==> config.mk <==
export PLATFORM = sky130hd
export DESIGN_NAME = enemy_bullet_ctrl
export DESIGN_NICKNAME = d
export VERILOG_FILES = /design/src/rtl/game_pkg.sv /design/src/rtl/bullet_step.sv /design/src/rtl/enemy_bullet_ctrl.sv
export SDC_FILE = /design/constraint.sdc
export NUM_CORES = 1
export LEC_CHECK = 0
export BUFFER_PORTS_ARGS = -buffer_cell sky130_fd_sc_hd__buf_2
export CAP_MARGIN = 20
export CORE_MARGIN = 10
export CORE_UTILIZATION = 52
export DETAILED_ROUTE_END_ITERATION = 16
export PLACE_DENSITY = 0.75
export SLEW_MARGIN = 20
export SYNTH_ARGS = -nofsm -noshare
export SYNTH_HDL_FRONTEND = slang
export SYNTH_SLANG_ARGS = --single-unit
export TNS_END_PERCENT = 5
==> constraint.sdc <==
create_clock -name clk -period 5 [get_ports clk]
set_input_delay 0 -clock clk [delete_from_list [all_inputs] [get_ports clk]]
set_output_delay 0 -clock clk [all_outputs]
set_load 0.02 [all_outputs]
==> src/rtl/game_pkg.sv <==
// Shared game constants: shell direction codes, screen limits and the
// enemy-shell controller state encoding.
package game_pkg;

  localparam logic [2:0] DIR_NONE  = 3'd0;
  localparam logic [2:0] DIR_UP    = 3'd1;
  localparam logic [2:0] DIR_DOWN  = 3'd2;
  localparam logic [2:0] DIR_RIGHT = 3'd3;
  localparam logic [2:0] DIR_LEFT  = 3'd4;

  localparam int SCR_X_MAX = 799;
  localparam int SCR_Y_MAX = 599;

  typedef enum logic [1:0] {
    ST_IDLE   = 2'd0,
    ST_FLIGHT = 2'd1,
    ST_RELOAD = 2'd2
  } shell_state_e;

  // A turret direction is usable only if it names one of the four axes.
  function automatic logic dir_valid(input logic [2:0] d);
    return (d >= DIR_UP) && (d <= DIR_LEFT);
  endfunction

endpackage

==> src/rtl/bullet_step.sv <==
// Combinational one-frame shell advance: moves the position SPEED pixels
// along the given direction in 11-bit arithmetic and flags leaving the screen.
module bullet_step
  import game_pkg::*;
#(
  parameter int SPEED = 4,
  parameter int X_MAX = SCR_X_MAX,
  parameter int Y_MAX = SCR_Y_MAX
) (
  input  logic [9:0]  x_i,
  input  logic [9:0]  y_i,
  input  logic [2:0]  dir_i,
  output logic [10:0] next_x_o,
  output logic [10:0] next_y_o,
  output logic        oob_o
);

  localparam logic [10:0] STEP = 11'(SPEED);
  localparam logic [10:0] XLIM = 11'(X_MAX);
  localparam logic [10:0] YLIM = 11'(Y_MAX);

  logic borrow;

  // Step along the latched axis; a subtract that would go below zero
  // counts as leaving the screen even though the 11-bit result wraps.
  always_comb begin
    next_x_o = {1'b0, x_i};
    next_y_o = {1'b0, y_i};
    borrow   = 1'b0;
    case (dir_i)
      DIR_UP: begin
        next_y_o = {1'b0, y_i} - STEP;
        borrow   = ({1'b0, y_i} < STEP);
      end
      DIR_DOWN:  next_y_o = {1'b0, y_i} + STEP;
      DIR_RIGHT: next_x_o = {1'b0, x_i} + STEP;
      DIR_LEFT: begin
        next_x_o = {1'b0, x_i} - STEP;
        borrow   = ({1'b0, x_i} < STEP);
      end
      default: ;
    endcase
    oob_o = borrow || (next_x_o > XLIM) || (next_y_o > YLIM);
  end

endmodule

==> src/rtl/enemy_bullet_ctrl.sv <==
// Enemy tank shell controller: launches the single shell on a fire request,
// advances it once per frame, ends flight on a hit, obstacle or screen
// edge, then holds off new shots for a reload interval.
module enemy_bullet_ctrl
  import game_pkg::*;
#(
  parameter int SPEED         = 4,
  parameter int X_MAX         = SCR_X_MAX,
  parameter int Y_MAX         = SCR_Y_MAX,
  parameter int HIT_HALF      = 16,
  parameter int RELOAD_FRAMES = 30
) (
  input  logic        clk,
  input  logic        rst,
  input  logic        frame_tick,
  input  logic        fire,
  input  logic [9:0]  xpos_enemy,
  input  logic [9:0]  ypos_enemy,
  input  logic [2:0]  dir_enemy,
  input  logic [11:0] xpos_us,
  input  logic [11:0] ypos_us,
  input  logic        obstacle_hit,
  output logic [9:0]  xpos_bullet_red,
  output logic [9:0]  ypos_bullet_red,
  output logic [2:0]  direction_from_enemy,
  output logic        tank_enemy_hit_us,
  output logic        reloading
);

  // A reload length of zero behaves like one frame.
  localparam int RELOAD_LOAD = (RELOAD_FRAMES > 0) ? RELOAD_FRAMES - 1 : 0;
  localparam int CW          = (RELOAD_LOAD > 0) ? $clog2(RELOAD_LOAD + 1) : 1;
  localparam logic [CW-1:0] CNT_LOAD = CW'(RELOAD_LOAD);
  localparam logic [11:0]   HIT_LIM  = 12'(HIT_HALF);

  shell_state_e  state_q, state_d;
  logic [9:0]    x_q, x_d, y_q, y_d;
  logic [2:0]    dir_q, dir_d;
  logic          hit_q, hit_d;
  logic          rel_q, rel_d;
  logic [CW-1:0] cnt_q, cnt_d;

  logic [10:0] next_x, next_y;
  logic        out_of_bounds;
  logic [11:0] next_x12, next_y12, dist_x, dist_y;
  logic        near_us;
  logic        term;

  bullet_step #(
    .SPEED (SPEED),
    .X_MAX (X_MAX),
    .Y_MAX (Y_MAX)
  ) u_step (
    .x_i      (x_q),
    .y_i      (y_q),
    .dir_i    (dir_q),
    .next_x_o (next_x),
    .next_y_o (next_y),
    .oob_o    (out_of_bounds)
  );

  // Square hit box around our tank, tested against the stepped position.
  always_comb begin
    next_x12 = {1'b0, next_x};
    next_y12 = {1'b0, next_y};
    dist_x   = (next_x12 >= xpos_us) ? next_x12 - xpos_us : xpos_us - next_x12;
    dist_y   = (next_y12 >= ypos_us) ? next_y12 - ypos_us : ypos_us - next_y12;
    near_us  = (dist_x <= HIT_LIM) && (dist_y <= HIT_LIM);
  end

  // State register and every output register, cleared by synchronous reset.
  always_ff @(posedge clk) begin
    if (rst) begin
      state_q <= ST_IDLE;
      x_q     <= '0;
      y_q     <= '0;
      dir_q   <= DIR_NONE;
      hit_q   <= 1'b0;
      rel_q   <= 1'b0;
      cnt_q   <= '0;
    end else begin
      state_q <= state_d;
      x_q     <= x_d;
      y_q     <= y_d;
      dir_q   <= dir_d;
      hit_q   <= hit_d;
      rel_q   <= rel_d;
      cnt_q   <= cnt_d;
    end
  end

  // Launch, per-frame advance with hit > obstacle > edge priority, reload.
  always_comb begin
    state_d = state_q;
    x_d     = x_q;
    y_d     = y_q;
    dir_d   = dir_q;
    hit_d   = 1'b0;
    rel_d   = rel_q;
    cnt_d   = cnt_q;
    term    = 1'b0;
    case (state_q)
      ST_IDLE: begin
        if (fire && dir_valid(dir_enemy)) begin
          x_d     = xpos_enemy;
          y_d     = ypos_enemy;
          dir_d   = dir_enemy;
          state_d = ST_FLIGHT;
        end
      end
      ST_FLIGHT: begin
        if (frame_tick) begin
          if (near_us) begin
            hit_d = 1'b1;
            term  = 1'b1;
          end else if (obstacle_hit || out_of_bounds) begin
            term = 1'b1;
          end else begin
            x_d = next_x[9:0];
            y_d = next_y[9:0];
          end
        end else if (obstacle_hit) begin
          term = 1'b1;
        end
        if (term) begin
          dir_d   = DIR_NONE;
          rel_d   = 1'b1;
          cnt_d   = CNT_LOAD;
          state_d = ST_RELOAD;
        end
      end
      ST_RELOAD: begin
        if (frame_tick) begin
          if (cnt_q == '0) begin
            rel_d   = 1'b0;
            state_d = ST_IDLE;
          end else begin
            cnt_d = cnt_q - 1'b1;
          end
        end
      end
      default: state_d = ST_IDLE;
    endcase
  end

  assign xpos_bullet_red      = x_q;
  assign ypos_bullet_red      = y_q;
  assign direction_from_enemy = dir_q;
  assign tank_enemy_hit_us    = hit_q;
  assign reloading            = rel_q;

endmodule

==> flow_metrics.py <==
metrics = {
    "timing": {
        "final.setup_skew_ns": 0.0114,
        "final-setup-viol-count": 0,
        "slew_viol_final": 0,
        "timing.slew.headroom": 0.295,
        "grt_setup_unrepaired": "true",
        "whs_ns": 0.00730,
        "period_needed_ns": 4.79,
        "period_share": 0.959,
        "setup_slack_ns": 0.206,
        "tightestPinTransition_ns": 1.05,
        "fmax_ghz": 0.209,
        "hold_violations": 0,
    },
    "clock_network": {
        "cts_sinks": 32,
        "cts_tree": "done",
        "cts-buffers-inserted": 5,
        "cts-root-buf": "clkbuf_8",
        "clk_path_buf_depth": 2,
        "htreeDepth": 2,
        "clock_latency_ns": 0.29,
        "clk_pin_slew_ns": 0.07,
    },
    "power_and_ir_drop": {
        "p_leak_nw": 2.60,
        "power.density_cell_area_nw_per_um2": 250,
        "p_total_mw": 1.37,
        "peakVddDrop_mv": 0.208,
    },
    "global_route": {
        "grt_pass1_vias": 4881,
        "track_usage": 0.211,
        "antenna_found_initial": 0,
        "grt_pass1_wl_um": 23300,
        "grt-ovfl-total": 0,
        "grt_start_max_net_pins": 49,
    },
    "finish": {
        "finalInstanceArea_um2": 5460,
        "area_delta_synth_final_pct": 20.8,
        "drive_above_1_share": 0.230,
        "nets": 830,
        "mostFrequentLayoutCells": "76 x buf_2, 58 x nand2_1, 58 x a21oi_1",
        "layout_commonest_cell": "buf_2",
        "finish.utilization": 0.655,
        "antenna_cells": 0,
    },
    "worst_hold_path": {
        "hold_depth": 3,
        "hp-class": "input pin to flip-flop",
        "holdPathEnd": "xpos_bullet_red[1]",
        "hp-start": "xpos_enemy[1]",
    },
    "worst_setup_path": {
        "worstPathRequired_ns": 5.16,
        "worst_setup_path_end_kind": "flip-flop",
        "r2r_cells": 17,
        "critPathLaunchType": "flip-flop",
        "cpMostUsedCell": "xnor2_1",
        "arrival_ns": 4.96,
        "rrSetupSlack_ns": 0.21,
        "crit_path_max_fanout": 7,
        "slowest_stage": "or3_1",
        "r2r_end": "ypos_bullet_red[3]",
        "cp_slowest_stage_delay_ns": 0.40,
        "worstSetupPathType": "flip-flop to flip-flop",
        "crit_path_cell_trace": "buf_4 > or2_2 > nor3_2 > a31oi_1 > xnor2_1 > ha_1 > a21o_1 > a221o_1 > o21a_1 > or3_1 > a211oi_2 > xnor2_1 > nor3b_1 > nand4bb_1 > o21ai_2 > o21a_4 > mux2_1",
        "reg2reg_from": "direction_from_enemy[2]",
    },
    "routing": {
        "ant_nets": 0,
        "vias": 5018,
        "wirelength_um": 14700,
        "drtIter0Drc": 373,
        "route.detailed.drc": 0,
        "vias_per_cell": 6.04,
        "dr.pass1.iters": 6,
        "wl_per_cell_um": 17.7,
    },
    "logic_synthesis": {
        "synth_edf_count": 0,
        "yosys_warnings": 0,
        "syn_nets": 725,
        "synthAdderAreaFrac": 0.138,
        "synth_top_family_by_area": "compound AO/OA/AOI/OAI gates",
        "synth_xor_area_frac": 0.0562,
        "synth_top_area_cell": "dfxtp_1",
        "synth_compound_area_frac": 0.267,
        "yosys-top-cells-area": "dfxtp_1 14%, ha_1 14%, a21oi_1 6.4%",
        "synth.distinct_cells": 78,
        "synthCells": 623,
        "synth_top_area_share": 0.142,
        "ys_ff_latch": 32,
        "synth.area.mux_share": 0.0537,
        "synth-seq-area-share": 0.142,
        "syn_area_per_cell_um2": 7.25,
        "synthSimpleGateAreaFrac": 0.264,
        "syn_area_um2": 4520,
        "async_flop_share": 0,
        "synth-main-ff-cell": "dfxtp_1",
    },
    "floorplan": {
        "die_w_um": 113,
        "die_y_um": 113,
        "core_um2": 8340,
        "die-area_um2": 12800,
        "initial_utilization": 0.542,
        "io_pins": 77,
        "row_count": 33,
    },
    "place": {
        "dp_slack_ns": -0.0547,
        "io_buffers": 76,
        "dp_hpwl_um": 11600,
        "placed_cell_area_um2": 5110,
        "gp_congestion": 0.891,
    },
    "job": {
        "drv_cap": 0,
    },
    "run_status": {
        "status": "finished clean",
    },
}
stage by stage:
step                      instances  TNS [ns]
after global routing            831    -0.811
after floorplan                 623         0
after global placement          804         0
after CTS                       815         0
final                           831         0
after detailed placement        804    -0.300
repair_timing:
action / in CTS / in global routing
hold buffers: 6 / 0
buffers inserted: 0 / 15
endpoints found under the setup margin: 10 / 28
resized for setup: 3 / 21
pin swaps: 0 / 10
endpoints found under the hold margin: 6 / 0
gates cloned: 0 / 1
synth_stat cells (3+ instances only):
cell and n:
nand2_1 60, a21oi_1 58, inv_1 56, nor2_1 51, ha_1 50, dfxtp_1 32
xnor2_1 23, clkbuf_1 21, a21o_1 19, nor3_1 19, o21ai_0 18, nor2b_1 13
a31oi_1 12, and2_1 10, mux2i_1 10, nand3_1 8, nand4_1 8, or3_1 8
a211oi_1 7, nand2b_1 7, nor3b_1 7, nand3b_1 6, o31ai_1 6, xor2_1 6
and3_1 5, mux2_1 5, mux2_4 5, o21a_1 5, o21ai_1 5, or2_2 5
a2111oi_0 4, a311oi_1 4, buf_2 4, nor4_1 4, o21bai_1 4, a211o_1 3
and4_1 3, buf_6 3
critical path, delay by kind of cell, from the launching register on:
| kind | cells | cell delay (ns) |
|---|---|---|
| DFF | 1 | 0.37 |
| and+or+nand+nor | 5 | 1.33 |
| buffers and inverters | 1 | 0.16 |
| muxes | 1 | 0.36 |
| xor gates and xnor gates | 2 | 0.48 |
| adders and majority gates | 1 | 0.33 |
| AOI/OAI and AO/OA | 7 | 1.64 |
layout make-up:
| type | instances | area, µm² |
|---|---|---|
| clock buffers | 5 | 68.8 |
| fillers | 737 | 2880 |
| inverters | 57 | 214 |
| multi-input cells | 506 | 3620 |
| flip-flops and latches | 32 | 648 |
| well taps | 105 | 131 |
| repair buffers | 126 | 772 |
report_power, final:
part / leakage (nW) / total [mW] / internal (mW) / switching, mW
registers: 0.264 / 0.312 / 0.278 / 0.0340
clock network: 0.0359 / 0.185 / 0.0897 / 0.0948
logic: 2.30 / 0.869 / 0.375 / 0.494
kinds of logic after synthesis:
family / count (synthesis)
and+or+nand+nor: 228
AOI/OAI and AO/OA: 177
buffers and inverters: 86
adders and majority gates: 50
DFF: 32
xor gates and xnor gates: 29
muxes: 21
routing by layer:
| layer | wire, µm | track usage | share of wire | vias up |
|---|---|---|---|---|
| li1 | - | - | - | 2430 |
| met1 | 6260 | 0.258 | 0.43 | 2380 |
| met2 | 7280 | 0.371 | 0.49 | 185 |
| met3 | 977 | 0.0365 | 0.066 | 23 |
| met4 | 206 | 0.0541 | 0.014 | 0 |
| met5 | 0 | 0 | 0 | - |
flip-flops by register name (all words and copies together), names as in the netlist:
signal                flops
xpos_bullet_red          10
ypos_bullet_red          10
cnt_q                     5
direction_from_enemy      3
state_q                   2
reloading                 1
tank_enemy_hit_us         1
how the worst max path moves through the flow:
stage,startpoint,endpoint,slack (ns)
CTS,direction_from_enemy[2],ypos_bullet_red[3],0.03
detailed placement,direction_from_enemy[2],ypos_bullet_red[5],-0.05
global route,direction_from_enemy[2],ypos_bullet_red[3],-0.09
floorplan,direction_from_enemy[0],xpos_bullet_red[3],0.21
finish,direction_from_enemy[2],ypos_bullet_red[3],0.21
global placement,direction_from_enemy[2],xpos_bullet_red[7],0.17
(Power assumes the default switching activity.)
